<file path="src/rtl/rc4_xor_stream_if.sv">
// rc4_xor_stream_if
//   Handshake bundle for the RC4 keystream XOR stage.
//   Contains the control (start/msg_len/busy/done), the keystream input
//   (ks_*), the message input (din_*) and the result output (dout_*).
//   master: the side that drives start, keystream, message and dout_ready.
//   slave : the XOR stage itself.
interface rc4_xor_stream_if #(
  parameter int LEN_W = 16
);
  logic             start;
  logic [LEN_W-1:0] msg_len;
  logic             ks_valid;
  logic [7:0]       ks_data;
  logic             ks_ready;
  logic             din_valid;
  logic [7:0]       din_data;
  logic             din_ready;
  logic             dout_valid;
  logic [7:0]       dout_data;
  logic             dout_ready;
  logic             busy;
  logic             done;

  modport master (
    output start, msg_len, ks_valid, ks_data, din_valid, din_data, dout_ready,
    input  ks_ready, din_ready, dout_valid, dout_data, busy, done
  );

  modport slave (
    input  start, msg_len, ks_valid, ks_data, din_valid, din_data, dout_ready,
    output ks_ready, din_ready, dout_valid, dout_data, busy, done
  );
endinterface

</file>
<file path="src/rtl/rc4_xor_stream.sv">
// rc4_xor_stream
//   Consumer end of the RC4 keystream: buffers keystream bytes in a small
//   FIFO and XORs each with one message byte (encrypt == decrypt).
//   Valid/ready backpressure on keystream, message and result sides.
// Ports
//   clk    : clock, rising edge
//   rst_n  : asynchronous reset, active low (aborts a message, no done)
//   bus    : rc4_xor_stream_if.slave
//            start/msg_len in, busy/done out
//            ks_valid/ks_data in, ks_ready out
//            din_valid/din_data in, din_ready out
//            dout_valid/dout_data out (registered), dout_ready in
// Configuration
//   RC4_DROP_EN : when defined, the first DROP_BYTES keystream bytes of
//                 every message are accepted and discarded (RC4-drop[n]).
module rc4_xor_stream #(
  parameter int FIFO_DEPTH = 8,
  parameter int LEN_W      = 16,
  parameter int DROP_BYTES = 256
) (
  input  logic             clk,
  input  logic             rst_n,
  rc4_xor_stream_if.slave  bus
);
  localparam int          AW   = $clog2(FIFO_DEPTH);
  localparam logic [AW:0] FULL = (AW+1)'(FIFO_DEPTH);

  typedef enum logic [1:0] {S_IDLE, S_DROP, S_RUN, S_DONE} state_t;

  state_t           r_state;
  logic [7:0]       r_mem [FIFO_DEPTH];
  logic [AW-1:0]    r_wptr, r_rptr;
  logic [AW:0]      r_cnt;
  logic [LEN_W-1:0] r_rem;
  logic             r_dvld;
  logic [7:0]       r_ddata;
  logic             r_busy, r_done;

  logic w_ks_ready, w_din_ready, w_push, w_pop, w_out_hs, w_start;

`ifdef RC4_DROP_EN
  localparam int DW = (DROP_BYTES > 1) ? $clog2(DROP_BYTES) : 1;
  logic [DW-1:0] r_drop;
  logic          w_ks_hs;
  assign w_ks_hs = bus.ks_valid & w_ks_ready;
`endif

  // Full test uses the registered count only, so a same-cycle pop never
  // lets a push into a full FIFO.
`ifdef RC4_DROP_EN
  assign w_ks_ready = (r_state == S_DROP) | ((r_state == S_RUN) & (r_cnt < FULL));
`else
  assign w_ks_ready = (r_state == S_RUN) & (r_cnt < FULL);
`endif

  assign w_din_ready = (r_state == S_RUN) & (r_rem != '0) & (r_cnt != '0) &
                       (~r_dvld | bus.dout_ready);
  assign w_push   = bus.ks_valid & w_ks_ready & (r_state == S_RUN);
  assign w_pop    = bus.din_valid & w_din_ready;
  assign w_out_hs = r_dvld & bus.dout_ready;
  assign w_start  = bus.start & (r_state == S_IDLE);

  assign bus.ks_ready   = w_ks_ready;
  assign bus.din_ready  = w_din_ready;
  assign bus.dout_valid = r_dvld;
  assign bus.dout_data  = r_ddata;
  assign bus.busy       = r_busy;
  assign bus.done       = r_done;

  // Storage needs no reset: it is only read behind a non-zero count.
  always_ff @(posedge clk) begin
    if (w_push) r_mem[r_wptr] <= bus.ks_data;
  end

  always_ff @(posedge clk or negedge rst_n) begin
    if (!rst_n) begin
      r_state <= S_IDLE;
      r_wptr  <= '0;
      r_rptr  <= '0;
      r_cnt   <= '0;
      r_rem   <= '0;
      r_dvld  <= 1'b0;
      r_ddata <= '0;
      r_busy  <= 1'b0;
      r_done  <= 1'b0;
`ifdef RC4_DROP_EN
      r_drop  <= '0;
`endif
    end else begin
      // FIFO pointers/count; an accepted start flushes leftover keystream.
      if (w_start) begin
        r_wptr <= '0;
        r_rptr <= '0;
        r_cnt  <= '0;
      end else begin
        if (w_push) r_wptr <= r_wptr + AW'(1);
        if (w_pop)  r_rptr <= r_rptr + AW'(1);
        case ({w_push, w_pop})
          2'b10:   r_cnt <= r_cnt + (AW+1)'(1);
          2'b01:   r_cnt <= r_cnt - (AW+1)'(1);
          default: ;
        endcase
      end

      // Result register: din_ready already guarantees the slot is free.
      if (w_pop) begin
        r_dvld  <= 1'b1;
        r_ddata <= bus.din_data ^ r_mem[r_rptr];
        r_rem   <= r_rem - LEN_W'(1);
      end else if (w_out_hs) begin
        r_dvld  <= 1'b0;
      end

      case (r_state)
        S_IDLE: begin
          if (bus.start) begin
            r_rem  <= bus.msg_len;
            r_busy <= 1'b1;
`ifdef RC4_DROP_EN
            r_drop <= '0;
`endif
            if (bus.msg_len == '0) r_state <= S_DONE;
`ifdef RC4_DROP_EN
            else                   r_state <= S_DROP;
`else
            else                   r_state <= S_RUN;
`endif
          end
        end
        S_DROP: begin
`ifdef RC4_DROP_EN
          if (w_ks_hs) begin
            r_drop <= r_drop + DW'(1);
            if (r_drop == DW'(DROP_BYTES - 1)) r_state <= S_RUN;
          end
`else
          r_state <= S_IDLE;
`endif
        end
        S_RUN: begin
          // Last result leaves when nothing is left to accept.
          if ((r_rem == '0) && w_out_hs) begin
            r_state <= S_DONE;
            r_done  <= 1'b1;
            r_busy  <= 1'b0;
          end
        end
        S_DONE: begin
          // Entry from RUN already raised done; the zero-length entry
          // raises it here so done is still a single pulse.
          if (r_done) begin
            r_done  <= 1'b0;
            r_state <= S_IDLE;
          end else begin
            r_done  <= 1'b1;
            r_busy  <= 1'b0;
          end
        end
        default: r_state <= S_IDLE;
      endcase
    end
  end
endmodule
</file>
<file path="src/flat_wrapper.sv">
// flat-port wrapper written by rule: the top's interface ports become plain ports
module rc4_xor_stream_flat 
#(
  parameter int FIFO_DEPTH = 8,
  parameter int LEN_W      = 16,
  parameter int DROP_BYTES = 256
)
  (clk, rst_n, bus_start, bus_msg_len, bus_ks_valid, bus_ks_data, bus_din_valid, bus_din_data, bus_dout_ready, bus_ks_ready, bus_din_ready, bus_dout_valid, bus_dout_data, bus_busy, bus_done);
  rc4_xor_stream_if #(.LEN_W(LEN_W)) bus_i ();
  input  logic clk;
  input  logic rst_n;
  input wire logic [$bits(bus_i.start)-1:0] bus_start;
  input wire logic [$bits(bus_i.msg_len)-1:0] bus_msg_len;
  input wire logic [$bits(bus_i.ks_valid)-1:0] bus_ks_valid;
  input wire logic [$bits(bus_i.ks_data)-1:0] bus_ks_data;
  input wire logic [$bits(bus_i.din_valid)-1:0] bus_din_valid;
  input wire logic [$bits(bus_i.din_data)-1:0] bus_din_data;
  input wire logic [$bits(bus_i.dout_ready)-1:0] bus_dout_ready;
  output wire logic [$bits(bus_i.ks_ready)-1:0] bus_ks_ready;
  output wire logic [$bits(bus_i.din_ready)-1:0] bus_din_ready;
  output wire logic [$bits(bus_i.dout_valid)-1:0] bus_dout_valid;
  output wire logic [$bits(bus_i.dout_data)-1:0] bus_dout_data;
  output wire logic [$bits(bus_i.busy)-1:0] bus_busy;
  output wire logic [$bits(bus_i.done)-1:0] bus_done;
  assign bus_i.start = bus_start;
  assign bus_i.msg_len = bus_msg_len;
  assign bus_i.ks_valid = bus_ks_valid;
  assign bus_i.ks_data = bus_ks_data;
  assign bus_i.din_valid = bus_din_valid;
  assign bus_i.din_data = bus_din_data;
  assign bus_i.dout_ready = bus_dout_ready;
  assign bus_ks_ready = bus_i.ks_ready;
  assign bus_din_ready = bus_i.din_ready;
  assign bus_dout_valid = bus_i.dout_valid;
  assign bus_dout_data = bus_i.dout_data;
  assign bus_busy = bus_i.busy;
  assign bus_done = bus_i.done;
  rc4_xor_stream #(.FIFO_DEPTH(FIFO_DEPTH), .LEN_W(LEN_W), .DROP_BYTES(DROP_BYTES)) u_core (.clk(clk), .rst_n(rst_n), .bus(bus_i));
endmodule
</file>
<file path="config.mk">
export PLATFORM = sky130hd
export DESIGN_NAME = rc4_xor_stream_flat
export DESIGN_NICKNAME = d
export VERILOG_FILES = /design/src/rtl/rc4_xor_stream_if.sv /design/src/rtl/rc4_xor_stream.sv /design/src/flat_wrapper.sv
export SDC_FILE = /design/constraint.sdc
export NUM_CORES = 1
export LEC_CHECK = 0
export BUFFER_PORTS_ARGS = -buffer_cell sky130_fd_sc_hd__buf_4
export CAP_MARGIN = 40
export CORE_MARGIN = 8
export CORE_UTILIZATION = 58
export CTS_CLUSTER_DIAMETER = 100
export DETAILED_ROUTE_END_ITERATION = 8
export PLACE_DENSITY = 0.81
export SLEW_MARGIN = 20
export SYNTH_ARGS = -nofsm -noshare
export SYNTH_HDL_FRONTEND = slang
export SYNTH_SLANG_ARGS = --single-unit
export TNS_END_PERCENT = 100
</file>
<file path="constraint.sdc">
create_clock -name clk -period 4.12 [get_ports clk]
set_clock_uncertainty 0.15 [all_clocks]
set_input_delay 0.618 -clock clk [delete_from_list [all_inputs] [get_ports clk]]
set_output_delay 0.618 -clock clk [all_outputs]
set_load 0.02 [all_outputs]
</file>
==> flow_metrics.env <==
export IMPL_synthToLayoutAreaGrowth_pct=15.1
export IMPL_dieArea_um2=11400
export IMPL_place_port_buffers=50
export IMPL_synth_top_area_share_pct=40.3
export IMPL_stdcell_area_um2=5490
export IMPL_top_usage_layer="met2"
export IMPL_fin_total_pwr_mw=3.33
export IMPL_period_share_pct=76.4
export IMPL_seqCellArea_um2=2900
export IMPL_htree_levels=3
export IMPL_ant_nets=0
export IMPL_tightest_slew_ns=0.740
export IMPL_use_met3_pct=4.56
export IMPL_maxSlewHeadroom_pct=50.7
export IMPL_power_density_nw_per_um2=607
export IMPL_cts_buffers=9
export IMPL_grt_pass1_vias=3143
export IMPL_syn_area_um2=4770
export IMPL_drive_gt1_share_pct=28.8
export IMPL_cts_max_path_buffers=2
export IMPL_ys_flop_type="edfxtp_1"
export IMPL_fin_tns_setup_ns=0
export IMPL_wl_mm=10.1
export IMPL_min_period_ns=3.15
export IMPL_met1_usage_pct=22.2
export IMPL_dp_hpwl_mm=7.49
export IMPL_synth_edf_count=64
export IMPL_io_pins=51
export IMPL_drtIter0Drc=127
export IMPL_yosysSeqAreaShare_pct=60.8
export IMPL_synthCells=336
export IMPL_cap_violations=0
export IMPL_postPlaceCellArea_um2=5290
export IMPL_reg2reg_depth=10
export IMPL_critPathMaxFanout=5
export IMPL_vias_per_cell=5.87
export IMPL_core_rowCount=33
export IMPL_synthesis_nets=382
export IMPL_n_antenna_cell=0
export IMPL_start_util_pct=58.9
export IMPL_postCtsResizedCells=0
export IMPL_place_congestion=0.878
export IMPL_clkTransAtPathRegs_ns=0.11
export IMPL_fillers=582
export IMPL_place_ws_ns=1.03
export IMPL_critPathKind="flop to flop"
export IMPL_die_width_um=107
export IMPL_r2r_slack_ns=0.97
export IMPL_grtUsageMet2_pct=31.4
export IMPL_ctsHoldBuffers=0
export IMPL_wl_per_cell_um=20.1
export IMPL_netlist_top_cells_area="edfxtp_1 40%, dfrtp_1 20%, mux4_2 7.6%"
export IMPL_ir_drop_uv=336
export IMPL_status="complete, no violations"
export IMPL_worstSetupEndpointType="flop"
export IMPL_root_buffer="clkbuf_8"
export IMPL_grt_pass1_wl_mm=16.3
export IMPL_hold_path_class="input pin to async pin"
export IMPL_firstDrtPassIters=5
export IMPL_hold_slack_ns=0.0644
export IMPL_clkLatencyLatePin_ns=0.37
export IMPL_synth_distinct_cells=54
export IMPL_fp_coreArea_um2=8090
export IMPL_synth_most_common_cell="edfxtp_1"
export IMPL_setup_ws_ns=0.971
export IMPL_cp_arrival_ns=3.31
export IMPL_final_nets=440
export IMPL_synth_top_cell_by_area="edfxtp_1"
export IMPL_leakage_nw=2.05
export IMPL_via_count=2957
export IMPL_synth_area_per_cell_um2=14.2
export IMPL_finalHoldViolCount=0
export IMPL_max_freq_ghz=0.318
export IMPL_tritoncts="yes"
export IMPL_multi_input_area_um2=1780
export IMPL_cts_setup_buffers=0
export IMPL_setup_viol=0
export IMPL_rsz0062_at_grt="false"
export IMPL_async_flop_share_pct=37.9
export IMPL_overflow=0
export IMPL_track_usage_pct=18.6
export IMPL_fp_dieH_um=107
export IMPL_finalMaxSlewViolations=0
export IMPL_cts_sinks=103
export IMPL_ys_ff_latch=103
export IMPL_antenna_found_initial=0
export IMPL_grt_start_max_net_pins=40
export IMPL_drc_errors=0
export IMPL_ys_top_cells_by_count="64 x edfxtp_1, 39 x dfrtp_1, 25 x nand2_1, 23 x nor2_1"
export IMPL_synth_warnings=0
export IMPL_cp_start_kind="flop"
export IMPL_required_ns=4.28
[where the power goes]
part	total [mW]	internal, mW	switching [mW]
Combinational	1.18	0.599	0.579
Sequential	1.55	1.31	0.237
Clock	0.604	0.233	0.371
[critical path: stages, from the launching register on]
cell	delay [ns]
dfrtp_1	0.43
nor3_1	0.48
nand3_1	0.19
o211a_1	0.29
ha_1	0.27
ha_1	0.35
a31o_2	0.27
a221oi_1	0.27
o21ai_0	0.15
xor2_1	0.16
nor2_1	0.09
[path summary, 6_finish.rpt]
| check | from | end |
|---|---|---|
| worst max-delay path | u_core.r_rem[12] | u_core.r_cnt[3] |
| worst min-delay path | rst_n | u_core.bus.busy |
| worst max register to register | u_core.r_rem[12] | u_core.r_cnt[3] |
| max in group asynchronous | rst_n | u_core.r_rem[5] |
| min in group clk | bus_msg_len[0] | u_core.r_rem[0] |
| worst min register to register | u_core.bus.dout_data[6] | u_core.bus.dout_data[6] |
[kinds of logic after synthesis]
family,after synthesis,synth area share (%)
multiplexers,37,12.2
AND/OR/NAND/NOR,107,13.2
XOR/XNOR,23,4.22
flip-flops,103,60.8
buffers and inverters,18,2.13
adder cells (fa/ha/maj),8,2.10
AO/OA/AOI/OAI,40,5.38
[registers in the layout (all words and copies together) (netlist names)]
signal,flops
u_core.bus.done,1
u_core.r_rem,16
u_core.r_state,2
u_core.bus.dout_valid,1
u_core.r_wptr,3
u_core.r_cnt,4
u_core.r_mem,64
u_core.bus.busy,1
u_core.bus.dout_data,8
u_core.r_rptr,3
[layer usage]
| layer | routed length [µm] | share of wire, % | vias up |
|---|---|---|---|
| met3 | 623 | 6.2 | 20 |
| li1 | - | - | 1389 |
| met4 | 199 | 2.0 | 0 |
| met2 | 5220 | 52 | 83 |
| met1 | 4070 | 40 | 1465 |
| met5 | 0 | 0 | - |
[per-stage QoR]
| stage | cells | utilization (%) |
|---|---|---|
| 2_1_floorplan | 336 | - |
| 3_3_place_gp | 479 | 64.4 |
| 3_5_place_dp | 487 | 65.4 |
| 4_1_cts | 503 | 67.7 |
| 5_1_grt | 504 | 67.8 |
| 6_report | 504 | 67.8 |
[area by class of cell]
| cell class | count | area share (%) |
|---|---|---|
| clock buffers | 9 | 2.26 |
| clock inverters | 7 | 1.21 |
| multi-input cells | 215 | 32.4 |
| repair buffers | 62 | 8.76 |
| flip-flops and latches | 103 | 52.8 |
| inverters | 3 | 0.205 |
| well taps | 105 | 2.39 |
[layout by cell type (no fill, tap or decap), types with 6 or more instances in the layout]
master and n:
nor2_1 22, buf_4 60, nand3_1 11, ha_1 8, clkbuf_8 9, mux2i_1 12, o21ai_0 7, nand2_1 25
a21oi_1 9, o21ai_1 6, dfrtp_1 39, xnor2_1 16, xor2_1 7, edfxtp_1 64, mux4_2 16
(Power assumes the default switching activity.)
